File: src/rtl/pipe_hazard_ctrl_if.sv
// ID-stage / hazard-controller bundle: decoded ID operands and redirect in,
// stall/issue/flush decisions, forwarding selects and status out.
interface pipe_hazard_ctrl_if #(
  parameter int unsigned DEPTH  = 3,
  parameter int unsigned REG_AW = 4,
  parameter int unsigned CNT_W  = 16
);
  localparam int unsigned SEL_W = $clog2(DEPTH);

  logic              id_valid;
  logic [REG_AW-1:0] id_rs;
  logic [REG_AW-1:0] id_rt;
  logic              id_rs_used;
  logic              id_rt_used;
  logic              id_regwrite;
  logic              id_is_load;
  logic [REG_AW-1:0] id_rd;
  logic              redirect;

  logic              stall;
  logic              issue;
  logic              flush_ifid;
  logic [SEL_W-1:0]  fwd_rs_sel;
  logic [SEL_W-1:0]  fwd_rt_sel;
  logic [DEPTH-1:0]  stage_valid;
  logic [CNT_W-1:0]  stall_cnt;
  logic [CNT_W-1:0]  flush_cnt;

  modport master (
    output id_valid, id_rs, id_rt, id_rs_used, id_rt_used,
           id_regwrite, id_is_load, id_rd, redirect,
    input  stall, issue, flush_ifid, fwd_rs_sel, fwd_rt_sel,
           stage_valid, stall_cnt, flush_cnt
  );

  modport slave (
    input  id_valid, id_rs, id_rt, id_rs_used, id_rt_used,
           id_regwrite, id_is_load, id_rd, redirect,
    output stall, issue, flush_ifid, fwd_rs_sel, fwd_rt_sel,
           stage_valid, stall_cnt, flush_cnt
  );
endinterface

File: src/rtl/pipe_hazard_ctrl.sv
// Hazard, forwarding and flush controller for the WISC-S15 pipeline: tracks
// issued instructions through a DEPTH-stage back-end and decides stall/issue.
module pipe_hazard_ctrl #(
  parameter int unsigned DEPTH      = 3,
  parameter int unsigned REG_AW     = 4,
  parameter bit          FWD_EN     = 1'b1,
  parameter int unsigned LOAD_STAGE = 2,
  parameter int unsigned CNT_W      = 16
) (
  input logic               clk,
  input logic               rst,
  pipe_hazard_ctrl_if.slave bus
);
  localparam int unsigned SEL_W = $clog2(DEPTH);
  // The last stage writes through the regfile, so only the first DEPTH-1
  // stages need the producer fields; the valid bit is kept for all stages.
  localparam int unsigned NT = DEPTH - 1;

  logic [DEPTH-1:0]           v_q, v_d;
  logic [NT-1:0]              wr_q, wr_d;
  logic [NT-1:0]              ld_q, ld_d;
  logic [NT-1:0][REG_AW-1:0]  rd_q, rd_d;
  logic [SEL_W-1:0]           rs_sel_q, rs_sel_d;
  logic [SEL_W-1:0]           rt_sel_q, rt_sel_d;
  logic [CNT_W-1:0]           stall_cnt_q, stall_cnt_d;
  logic [CNT_W-1:0]           flush_cnt_q, flush_cnt_d;

  logic [NT-1:0]              m_rs, m_rt;
  logic                       rs_hit, rt_hit;
  logic                       rs_ld_hz, rt_ld_hz;
  logic [SEL_W-1:0]           rs_sel, rt_sel;
  logic                       stall_raw;
  logic                       stall;
  logic                       issue;

  always_comb begin
    m_rs = '0;
    m_rt = '0;
    for (int unsigned k = 0; k < NT; k++) begin
      m_rs[k] = v_q[k] & wr_q[k] & (rd_q[k] != '0) & (rd_q[k] == bus.id_rs) & bus.id_rs_used;
      m_rt[k] = v_q[k] & wr_q[k] & (rd_q[k] != '0) & (rd_q[k] == bus.id_rt) & bus.id_rt_used;
    end
  end

  // Youngest producer per source wins; a load is only a hazard while its data
  // has not yet reached the stage it can be forwarded from.
  always_comb begin
    rs_hit   = 1'b0;
    rt_hit   = 1'b0;
    rs_ld_hz = 1'b0;
    rt_ld_hz = 1'b0;
    rs_sel   = '0;
    rt_sel   = '0;
    for (int unsigned k = 0; k < NT; k++) begin
      if (!rs_hit && m_rs[k]) begin
        rs_hit   = 1'b1;
        rs_sel   = SEL_W'(k + 1);
        rs_ld_hz = ld_q[k] && (k + 1 < LOAD_STAGE);
      end
      if (!rt_hit && m_rt[k]) begin
        rt_hit   = 1'b1;
        rt_sel   = SEL_W'(k + 1);
        rt_ld_hz = ld_q[k] && (k + 1 < LOAD_STAGE);
      end
    end
  end

  always_comb begin
    stall_raw = FWD_EN ? (rs_ld_hz | rt_ld_hz) : (rs_hit | rt_hit);
    stall     = bus.id_valid & stall_raw & ~bus.redirect;
    issue     = bus.id_valid & ~stall & ~bus.redirect;
  end

  always_comb begin
    v_d  = {v_q[DEPTH-2:0], issue};
    wr_d = wr_q;
    ld_d = ld_q;
    rd_d = rd_q;
    wr_d[0] = bus.id_regwrite & issue;
    ld_d[0] = bus.id_is_load & issue;
    rd_d[0] = bus.id_rd;
    for (int unsigned k = 1; k < NT; k++) begin
      wr_d[k] = wr_q[k-1];
      ld_d[k] = ld_q[k-1];
      rd_d[k] = rd_q[k-1];
    end
  end

  always_comb begin
    rs_sel_d = (issue && FWD_EN) ? rs_sel : '0;
    rt_sel_d = (issue && FWD_EN) ? rt_sel : '0;
  end

  always_comb begin
    stall_cnt_d = stall_cnt_q;
    flush_cnt_d = flush_cnt_q;
    if (stall && (stall_cnt_q != '1)) begin
      stall_cnt_d = stall_cnt_q + CNT_W'(1);
    end
    if (bus.redirect && (flush_cnt_q != '1)) begin
      flush_cnt_d = flush_cnt_q + CNT_W'(1);
    end
  end

  always_ff @(posedge clk or negedge rst) begin
    if (!rst) begin
      v_q         <= '0;
      wr_q        <= '0;
      ld_q        <= '0;
      rd_q        <= '0;
      rs_sel_q    <= '0;
      rt_sel_q    <= '0;
      stall_cnt_q <= '0;
      flush_cnt_q <= '0;
    end else begin
      v_q         <= v_d;
      wr_q        <= wr_d;
      ld_q        <= ld_d;
      rd_q        <= rd_d;
      rs_sel_q    <= rs_sel_d;
      rt_sel_q    <= rt_sel_d;
      stall_cnt_q <= stall_cnt_d;
      flush_cnt_q <= flush_cnt_d;
    end
  end

  assign bus.stall       = stall;
  assign bus.issue       = issue;
  assign bus.flush_ifid  = bus.redirect;
  assign bus.fwd_rs_sel  = rs_sel_q;
  assign bus.fwd_rt_sel  = rt_sel_q;
  assign bus.stage_valid = v_q;
  assign bus.stall_cnt   = stall_cnt_q;
  assign bus.flush_cnt   = flush_cnt_q;
endmodule
File: src/flat_wrapper.sv
// flat-port wrapper written by rule: the top's interface ports become plain ports
module pipe_hazard_ctrl_flat 
#(
  parameter int unsigned DEPTH      = 3,
  parameter int unsigned REG_AW     = 4,
  parameter bit          FWD_EN     = 1'b1,
  parameter int unsigned LOAD_STAGE = 2,
  parameter int unsigned CNT_W      = 16
)
  (clk, rst, bus_id_valid, bus_id_rs, bus_id_rt, bus_id_rs_used, bus_id_rt_used, bus_id_regwrite, bus_id_is_load, bus_id_rd, bus_redirect, bus_stall, bus_issue, bus_flush_ifid, bus_fwd_rs_sel, bus_fwd_rt_sel, bus_stage_valid, bus_stall_cnt, bus_flush_cnt);
  pipe_hazard_ctrl_if #(.DEPTH(DEPTH), .REG_AW(REG_AW), .CNT_W(CNT_W)) bus_i ();
  input logic clk;
  input logic rst;
  input wire logic [$bits(bus_i.id_valid)-1:0] bus_id_valid;
  input wire logic [$bits(bus_i.id_rs)-1:0] bus_id_rs;
  input wire logic [$bits(bus_i.id_rt)-1:0] bus_id_rt;
  input wire logic [$bits(bus_i.id_rs_used)-1:0] bus_id_rs_used;
  input wire logic [$bits(bus_i.id_rt_used)-1:0] bus_id_rt_used;
  input wire logic [$bits(bus_i.id_regwrite)-1:0] bus_id_regwrite;
  input wire logic [$bits(bus_i.id_is_load)-1:0] bus_id_is_load;
  input wire logic [$bits(bus_i.id_rd)-1:0] bus_id_rd;
  input wire logic [$bits(bus_i.redirect)-1:0] bus_redirect;
  output wire logic [$bits(bus_i.stall)-1:0] bus_stall;
  output wire logic [$bits(bus_i.issue)-1:0] bus_issue;
  output wire logic [$bits(bus_i.flush_ifid)-1:0] bus_flush_ifid;
  output wire logic [$bits(bus_i.fwd_rs_sel)-1:0] bus_fwd_rs_sel;
  output wire logic [$bits(bus_i.fwd_rt_sel)-1:0] bus_fwd_rt_sel;
  output wire logic [$bits(bus_i.stage_valid)-1:0] bus_stage_valid;
  output wire logic [$bits(bus_i.stall_cnt)-1:0] bus_stall_cnt;
  output wire logic [$bits(bus_i.flush_cnt)-1:0] bus_flush_cnt;
  assign bus_i.id_valid = bus_id_valid;
  assign bus_i.id_rs = bus_id_rs;
  assign bus_i.id_rt = bus_id_rt;
  assign bus_i.id_rs_used = bus_id_rs_used;
  assign bus_i.id_rt_used = bus_id_rt_used;
  assign bus_i.id_regwrite = bus_id_regwrite;
  assign bus_i.id_is_load = bus_id_is_load;
  assign bus_i.id_rd = bus_id_rd;
  assign bus_i.redirect = bus_redirect;
  assign bus_stall = bus_i.stall;
  assign bus_issue = bus_i.issue;
  assign bus_flush_ifid = bus_i.flush_ifid;
  assign bus_fwd_rs_sel = bus_i.fwd_rs_sel;
  assign bus_fwd_rt_sel = bus_i.fwd_rt_sel;
  assign bus_stage_valid = bus_i.stage_valid;
  assign bus_stall_cnt = bus_i.stall_cnt;
  assign bus_flush_cnt = bus_i.flush_cnt;
  pipe_hazard_ctrl #(.DEPTH(DEPTH), .REG_AW(REG_AW), .FWD_EN(FWD_EN), .LOAD_STAGE(LOAD_STAGE), .CNT_W(CNT_W)) u_core (.clk(clk), .rst(rst), .bus(bus_i));
endmodule
File: config.mk
export PLATFORM = sky130hd
export DESIGN_NAME = pipe_hazard_ctrl_flat
export DESIGN_NICKNAME = d
export VERILOG_FILES = /design/src/rtl/pipe_hazard_ctrl_if.sv /design/src/rtl/pipe_hazard_ctrl.sv /design/src/flat_wrapper.sv
export SDC_FILE = /design/constraint.sdc
export NUM_CORES = 1
export LEC_CHECK = 0
export CORE_ASPECT_RATIO = 1.1
export CORE_MARGIN = 8
export CORE_UTILIZATION = 49
export DETAILED_ROUTE_END_ITERATION = 10
export GPL_ROUTABILITY_DRIVEN = 0
export HOLD_SLACK_MARGIN = 0.02
export PLACE_DENSITY = 0.8
export SLEW_MARGIN = 20
export SYNTH_ARGS = -nofsm -noshare
export SYNTH_HDL_FRONTEND = slang
export SYNTH_SLANG_ARGS = --single-unit
File: constraint.sdc
create_clock -name clk -period 2.6 [get_ports clk]
set_input_delay 0.52 -clock clk [delete_from_list [all_inputs] [get_ports clk]]
set_output_delay 0.52 -clock clk [all_outputs]
set_load 0.03 [all_outputs]
Yosys cells after proc, flatten, opt, wreduce, memory -nomap -nowiden
Cells that the tools add are included.

storage, ports and cells
  word-level logic and storage cells = 58
  output and inout port bits = 42
  memories = 0
  bits in latches = 0
  bits in read-only memories = 0
  bits in registers = 50
  RAM bits = 0
  input port bits = 20

cells by class
  equality and inequality tests = 6
  add/subtract/negate cells = 2
  reduce and logical (&&, ||, !) cells = 8
  bitwise logic cells = 21
  mux-type cells = 12
  order comparisons = 0
  divide/modulo/power cells = 0
  multipliers = 0
  shift-type cells = 0

operators with widths
  operator                                        number
  adder 16 x 1 -> 16 bit (second input constant)  2
  != test 16 bit (second input constant)          2
  bitwise AND 1 bit                               18
  == test 4 bit                                   4
  2-to-1 mux 1 bit                                8
  2-to-1 mux 2 bit                                4
  nonzero test 4 bit                              2
  logical AND 1 bit                               4
  logical NOT 1 bit                               2
  inverter 1 bit                                  2
  OR 1 bit                                        1

Longest topological paths before layout
  depth after elaboration = 15
  gate-level depth with buffers = 7
  mapped depth without buffers = 5

Worst setup path after synthesis
OpenSTA, ideal clock, no wires.

  path kind = input to output
  from = input bus_id_rs[2]
  to = output bus_issue
  arrival = 1.998 ns
  path slack = 0.082 ns
  stages on the path = 6
  required time = 2.080 ns
  path through = xor2_1 nor4_4 a22oi_4 buf_6 nor2_2 nor2_1

between the ends
  cells in the longest elaborated chain, start to end = 13
  elaborated cells between the ends (all ways) = 17
  classes of those cells = 2 x eq/ne; 3 x mux; 10 x bitwise; 2 x reduce/logical

ends and longest elaborated chain
  item                              line                    source
  start, declared                   flat_wrapper.sv:15      input wire logic [$bits(bus_i.id_rs)-1:0] bus_id_rs;
  == test 4 bit                     pipe_hazard_ctrl.sv:40  m_rs[k] = v_q[k] & wr_q[k] & (rd_q[k] != '0) & (rd_q[k] == bus.id_rs) & bus.id_rs_used;
  bitwise AND 1 bit (2 in a row)    pipe_hazard_ctrl.sv:40
  2-to-1 mux 1 bit                  pipe_hazard_ctrl.sv:55  if (!rs_hit && m_rs[k]) begin
  logical NOT 1 bit                 pipe_hazard_ctrl.sv:55
  logical AND 1 bit                 pipe_hazard_ctrl.sv:55
  2-to-1 mux 1 bit *                pipe_hazard_ctrl.sv:55
  OR 1 bit *                        pipe_hazard_ctrl.sv:69  stall_raw = FWD_EN ? (rs_ld_hz | rt_ld_hz) : (rs_hit | rt_hit);
  bitwise AND 1 bit * (2 in a row)  pipe_hazard_ctrl.sv:70  stall = bus.id_valid & stall_raw & ~bus.redirect;
  via bus_stall                     flat_wrapper.sv:23      output wire logic [$bits(bus_i.stall)-1:0] bus_stall;
  inverter 1 bit *                  pipe_hazard_ctrl.sv:71  issue = bus.id_valid & ~stall & ~bus.redirect;
  bitwise AND 1 bit * (2 in a row)  pipe_hazard_ctrl.sv:71
  end, declared                     flat_wrapper.sv:24      output wire logic [$bits(bus_i.issue)-1:0] bus_issue;

Mark *: on every way through the listed nets, which the timed path passes. The rest lies on a longest branch.

Worst setup path after layout
  from = input bus_id_rt[3]
  to = output bus_issue

between the ends
  cells in the longest elaborated chain, start to end = 13
  elaborated cells between the ends (all ways) = 17
  classes of those cells = 2 x eq/ne; 3 x mux; 10 x bitwise; 2 x reduce/logical

ends and longest elaborated chain
  item                              line                    source
  start, declared                   flat_wrapper.sv:16      input wire logic [$bits(bus_i.id_rt)-1:0] bus_id_rt;
  == test 4 bit                     pipe_hazard_ctrl.sv:41  m_rt[k] = v_q[k] & wr_q[k] & (rd_q[k] != '0) & (rd_q[k] == bus.id_rt) & bus.id_rt_used;
  bitwise AND 1 bit (2 in a row)    pipe_hazard_ctrl.sv:41
  2-to-1 mux 1 bit                  pipe_hazard_ctrl.sv:60  if (!rt_hit && m_rt[k]) begin
  logical NOT 1 bit                 pipe_hazard_ctrl.sv:60
  logical AND 1 bit                 pipe_hazard_ctrl.sv:60
  2-to-1 mux 1 bit *                pipe_hazard_ctrl.sv:60
  OR 1 bit *                        pipe_hazard_ctrl.sv:69
  bitwise AND 1 bit * (2 in a row)  pipe_hazard_ctrl.sv:70
  inverter 1 bit *                  pipe_hazard_ctrl.sv:71
  bitwise AND 1 bit * (2 in a row)  pipe_hazard_ctrl.sv:71

Mark *: on every way between the ends. The rest lies on a longest branch, timed or not.

==> metrics.cfg <==
[run_status]
status=finished, final reports clean

[pwr]
power_density_nw_per_um2=581
irDropWorstVdd_uv=603
power_leakage_nw=1.49

[timing]
period_needed_ns=2.51
fin_setup_tns_ns=0
timing.final.setup_violations=0
worst_slew_pin_slew_ns=0.627
timing.fmax_mhz=399
rsz0062_at_grt=no
timing.final.max_slew_violations=0
fin_skew_ns=0.0105
finalCritPeriodShare=0.964
slew_headroom=0.582
setup_ws_ns=0.0937
hold_viol=0

[final_layout]
layout_commonest_cell=clkdlybuf4s50_1
most-common-layout-cells=clkdlybuf4s50_1, dfrtp_1, xor2_1, nand3_1
antenna_cells=0
seqCellArea_um2=1250
nets=306
area_growth_pct=33.6
multi_input_area_um2=1190
fill_cells=388
drive_gt1_frac=0.168

[synth]
ys_seq_elements=50
syn_nets=233
synthMuxAreaShare=0.0135
yosys_warnings=0
ys_types=38
synth-compound-area-share=0.0271
synthXorXnorAreaFrac=0.155
syn_inst=211
syn_area_um2=2490
yosys.area_share.adder=0.0100
yosys.area_share.simple=0.266
syn_area_per_cell_um2=11.8
yosysSeqAreaShare=0.502
synth_top_family_by_area=simple AND/OR/NAND/NOR gates

[placement]
portBuffers=61
hpwl_um=4130
dp_slack_ns=0.00728

[worst_setup_path]
arrival_ns=1.99
end_kind=output port
critPathLaunchType=input port
path_max_fanout=4
reg2reg_slack_ns=0.46
path_class=in2out
reg2reg_depth=7
critical_path_required_ns=2.08

[die]
die_width_um=84.0
fp.coreArea_um2=4970
io_pins=62
start_util=0.502
num_rows=27
die_area_um2=7630
chipHeight_um=90.8

[detailed_routing]
drc=0
routed_wl_um=5500
wl_per_cell_um=16.0
ant_nets=0
vias=1835
drt_iter0_markers=36
firstDrtPassIters=4
drt-vias-per-instance=5.35

[global_route]
grt-ovfl-total=0
antenna_found_initial=0
grt_pass1_vias=2004
grt_max_degree=51
grt_util_all_layers=0.146
grt_pass1_wl_um=9360

[clocking]
cts.reportedPaths.clkPinSlew_ns=0.10
root_buffer=clkbuf_8
htreeDepth=2
cts_made_buffers=5
clk_path_buf_depth=2
cts_hold_buf=0
cts_tree=done
cts_sinks=50
clkLatencyLatePin_ns=0.30

[flow_run]
maxCapViolCount=0

[min_path]
hp-class=in2async

[area by class of cell]
type,instances,share of cell area
Sequential cell,50,0.376
Multi-Input combinational cell,153,0.357
Timing Repair Buffer,72,0.209
Tap cell,58,0.0218
Clock buffer,5,0.0207
Clock inverter,3,0.0135
Inverter,2,0.00225
[path summary, 6_finish.rpt]
path | startpoint | to
min | rst | u_core.rd_d[6]
min reg2reg | u_core.wr_q[0] | u_core.wr_q[1]
max reg2reg | u_core.rd_d[6] | u_core.bus.stall_cnt[1]
min in group clk | u_core.wr_q[0] | u_core.wr_q[1]
max in group asynchronous | rst | u_core.bus.flush_cnt[5]
max | bus_id_rt[3] | bus_issue
[critical path, cell delays in order]
cell,delay [ns]
clkdlybuf4s50_1,0.52
xor2_1,0.18
nor3_1,0.07
buf_4,0.14
a22oi_4,0.23
nor2_4,0.07
nor2_2,0.09
buf_4,0.17
[routing by layer]
| layer | GRT usage | up-vias | share of wire |
|---|---|---|---|
| met3 | 0.0478 | 6 | 0.055 |
| met4 | 0.0432 | 0 | 0.0084 |
| met1 | 0.166 | 895 | 0.43 |
| met5 | 0 | - | 0 |
| li1 | - | 890 | - |
| met2 | 0.252 | 44 | 0.50 |
[cells by family after synthesis]
logic type,after synthesis
XOR/XNOR,44
flip-flops,50
adder cells (fa/ha/maj),2
multiplexers,3
buffers and inverters,8
AND/OR/NAND/NOR,97
AO/OA/AOI/OAI,7
[flip-flops by register name, summed over array words and instances, names as in the netlist]
name / cells
u_core.bus.flush_cnt: 16
u_core.bus.fwd_rs_sel: 2
u_core.bus.fwd_rt_sel: 2
u_core.bus.stage_valid: 3
u_core.bus.stall_cnt: 16
u_core.ld_q: 1
u_core.rd_d: 4
u_core.rd_q: 4
u_core.wr_q: 2
[power breakdown]
part | internal [mW] | switching, mW
registers | 0.842 | 0.0927
clock network | 0.286 | 0.264
logic | 0.205 | 0.246
[cells in the mapped netlist]
| library cell | n | area share |
|---|---|---|
| or2_1 | 1 | 0.0025 |
| and2_4 | 1 | 0.0035 |
| and4_4 | 1 | 0.0045 |
| and3_1 | 8 | 0.020 |
| a22oi_4 | 1 | 0.0085 |
| nand2_1 | 12 | 0.018 |
| nand2b_1 | 2 | 0.0050 |
| nor2b_1 | 1 | 0.0025 |
| nand4_1 | 7 | 0.018 |
| nor4_2 | 5 | 0.025 |
| ha_1 | 2 | 0.010 |
| nor4_4 | 1 | 0.0085 |
| nor2_1 | 8 | 0.012 |
| and2_1 | 1 | 0.0025 |
| and4_1 | 3 | 0.011 |
| xnor2_1 | 7 | 0.025 |
| inv_1 | 2 | 0.0030 |
| o21ai_1 | 1 | 0.0020 |
| a31oi_1 | 1 | 0.0025 |
| a21oi_1 | 1 | 0.0020 |
| nor4_1 | 2 | 0.0050 |
| nor3_2 | 11 | 0.044 |
| buf_6 | 4 | 0.018 |
| xor2_1 | 37 | 0.13 |
| nor3_1 | 11 | 0.022 |
| or4b_4 | 1 | 0.0055 |
| nand3_1 | 13 | 0.026 |
| nor2_2 | 1 | 0.0025 |
| buf_4 | 2 | 0.0060 |
| nor3b_1 | 3 | 0.0090 |
| a211oi_2 | 1 | 0.0050 |
| or3_1 | 2 | 0.0050 |
| nand3b_4 | 1 | 0.0080 |
| mux2_1 | 3 | 0.014 |
| nor4b_2 | 1 | 0.0060 |
| o211a_1 | 1 | 0.0040 |
| dfrtp_1 | 50 | 0.50 |
| o211ai_1 | 1 | 0.0030 |
[through the flow]
| stage | hold slack [ns] | power [mW] | cell area, µm² | utilization | instances |
|---|---|---|---|---|---|
| floorplan | 0.224 | 1.18 | 2490 | - | 211 |
| global placement | 0.357 | 1.39 | 3190 | 0.643 | 334 |
| detailed placement | 0.363 | 1.40 | 3190 | 0.643 | 334 |
| CTS | 0.331 | 1.95 | 3310 | 0.667 | 342 |
| global route | 0.367 | 2.02 | 3330 | 0.671 | 343 |
| finish | 0.301 | 1.94 | 3330 | 0.671 | 343 |
[what timing repair did]
item                                    CTS  global route
pin swaps                                 0             3
resized for setup                         1             2
buffers inserted                          0             1
endpoints found under the setup margin    1             1
Note: power is estimated with default switching activity, not from simulation.
==> variant: new RTL, config.mk and constraints unchanged <==
`REG_AW` is set to 4 in 3 places; all go to 5.
--- a/src/rtl/pipe_hazard_ctrl_if.sv
+++ b/src/rtl/pipe_hazard_ctrl_if.sv
@@ -2,7 +2,7 @@
 // stall/issue/flush decisions, forwarding selects and status out.
 interface pipe_hazard_ctrl_if #(
   parameter int unsigned DEPTH  = 3,
-  parameter int unsigned REG_AW = 4,
+  parameter int unsigned REG_AW = 5,
   parameter int unsigned CNT_W  = 16
 );
   localparam int unsigned SEL_W = $clog2(DEPTH);
--- a/src/rtl/pipe_hazard_ctrl.sv
+++ b/src/rtl/pipe_hazard_ctrl.sv
@@ -2,7 +2,7 @@
 // issued instructions through a DEPTH-stage back-end and decides stall/issue.
 module pipe_hazard_ctrl #(
   parameter int unsigned DEPTH      = 3,
-  parameter int unsigned REG_AW     = 4,
+  parameter int unsigned REG_AW     = 5,
   parameter bit          FWD_EN     = 1'b1,
   parameter int unsigned LOAD_STAGE = 2,
   parameter int unsigned CNT_W      = 16
--- a/src/flat_wrapper.sv
+++ b/src/flat_wrapper.sv
@@ -2,7 +2,7 @@
 module pipe_hazard_ctrl_flat 
 #(
   parameter int unsigned DEPTH      = 3,
-  parameter int unsigned REG_AW     = 4,
+  parameter int unsigned REG_AW     = 5,
   parameter bit          FWD_EN     = 1'b1,
   parameter int unsigned LOAD_STAGE = 2,
   parameter int unsigned CNT_W      = 16
Interface: changed (resized bus_id_rd, bus_id_rs and bus_id_rt); port bits go from 62 to 65. No check against the original RTL was run, so the function may have changed too.
==> variant against the unedited design <==
- wire length rose by 2.3%
- total power rose by 0.94%
- cell area rose by 5.1%
- sequential cell count up 2
- highest routed layer unchanged
- synthesized area is 1.1% lower
- setup slack got worse by 0.0098 ns
- clock power is 3% lower
- sequential share of layout area down 0.38 points
- non-clock buffer count up 17
- largest cell class unchanged
==> variant: results (changes against the unedited design) <==
# fillers -> 363 (was 388)
GRT Total Usage -> 15.0% (was 14.6%)
Post-CTS Hold Fix Bufs -> 0 (unchanged)
met2 wire len -> 2.78 mm (was 2.77 mm)
router iterations before antenna repair -> 4 (unchanged)
syn_area_per_cell -> 11.5 µm² (was 11.8 µm²)
FF-to-FF path depth -> 6 (was 7)
detailed-route via count -> 2007 (was 1835)
setup slack, reg-to-reg -> 0.45 ns
final WL -> 5.63 mm (was 5.50 mm)
Slew HR -> 55.6% (was 58.2%)
final net count -> 333 (was 306)
syn nets -> 239 (was 233)
Initial DRC Count -> 55 (was 36)
post-synth cell types -> 41 (was 38)
RR Startpoint -> u_core.bus.stall_cnt[0]$_DFFE_PN0P_ (was u_core.rd_d[6]$_DFF_PN0_)
VDD IR max -> 0.000437 V (was 0.000603 V)
first-pass GRT wire length -> 9.45 mm (was 9.36 mm)
placed cells -> 359 (was 334)
most common library cells after synthesis -> dfrtp_1, xnor2_1, nand3_1 (was dfrtp_1, xor2_1, nand3_1)
Post-Place Setup Slack -> -0.351 ns (was 0.00728 ns)
DP Wirelength -> 4.54 mm (was 4.13 mm)
worst hold path type -> primary input to asynchronous set/reset pin (unchanged)
CP max stage delay -> 0.51 ns
synth top area cells -> dfrtp_1, xnor2_1, xor2_1 (was dfrtp_1, xor2_1, nor3_2)
endpoints failing hold -> 0 (unchanged)
vias in the first global route -> 2056 (was 2004)
status -> finished clean (unchanged)
routed wl met3 -> 317 µm (was 303 µm)
Tightest Pin Transition -> 0.659 ns (was 0.627 ns)
Via density -> 5.47 (was 5.35)
Crit-path slowest cell -> clkdlybuf4s50_1 (unchanged)
layout cell share with drive strength beyond 1 -> 15.5% (was 16.8%)
sequential-to-total area share from yosys stat -> 52.7% (was 50.2%)
CP max FO -> 2 (was 4)
Metal-1 WL -> 2.46 mm (was 2.38 mm)
Clock Skew -> 0.00718 ns (was 0.0105 ns)
PortBufs -> 64 (was 61)
Hold Slack -> 0.220 ns (was 0.301 ns)
pin count of the biggest net entering global routing -> 28 (was 51)
Placed Area -> 0.00336 mm² (was 0.00319 mm²)
Pleak -> 1.45 nW (was 1.49 nW)
FMAX -> 397 MHz (was 399 MHz)
CP delay by family, top -> buffers and inverters (unchanged)
## variant: what timing repair did
action / in CTS / in global routing
resized for setup: 6 / 9
buffers inserted: 0 / 0
pin swaps: 0 / 2
setup endpoints to repair: 1 / 2
cloned: 0 / 0
## variant: worst max-delay path by stage
stage | startpoint | to | cells after the start
2_1_floorplan | u_core.rd_d[5]$_DFF_PN0_ | bus_issue | 5
6_report | bus_id_rs[3] | bus_stall | 7
3_3_place_gp | bus_id_rs[0] | bus_issue | 7
4_1_cts | bus_id_rs[3] | bus_stall | 7
3_5_place_dp | bus_id_rs[3] | bus_issue | 7
5_1_grt | u_core.rd_d[5]$_DFF_PN0_ | bus_issue | 6
## variant: area by class of cell
type | count | area [µm²] | area share [%]
clock inverters | 2 | 35.0 | 1.00
clock buffers | 6 | 72.6 | 2.07
repair buffers | 89 | 838 | 23.9
flip-flops and latches | 52 | 1300 | 37.2
well taps | 58 | 72.6 | 2.07
inverters | 2 | 7.51 | 0.214
multi-input cells | 158 | 1170 | 33.5
## variant: routing by layer
layer	up-vias	track usage, %
li1	962	-
met1	975	17.8
met2	65	24.9
met3	5	4.78
met4	0	4.76
met5	-	0
## variant: power breakdown
group          internal, mW  switching (mW)  total, mW
sequential            0.872          0.0830      0.955
clock                 0.286           0.248      0.533
combinational         0.221           0.244      0.465
total                  1.38           0.575       1.95
## variant: kinds of logic after synthesis
| logic type | after synthesis | synth area share (%) |
|---|---|---|
| AOI/OAI and AO/OA | 14 | 5.68 |
| xor gates and xnor gates | 47 | 16.7 |
| adders and majority gates | 2 | 1.01 |
| buffers and inverters | 4 | 0.811 |
| DFF | 52 | 52.7 |
| muxes | 5 | 2.23 |
| and+or+nand+nor | 90 | 20.8 |
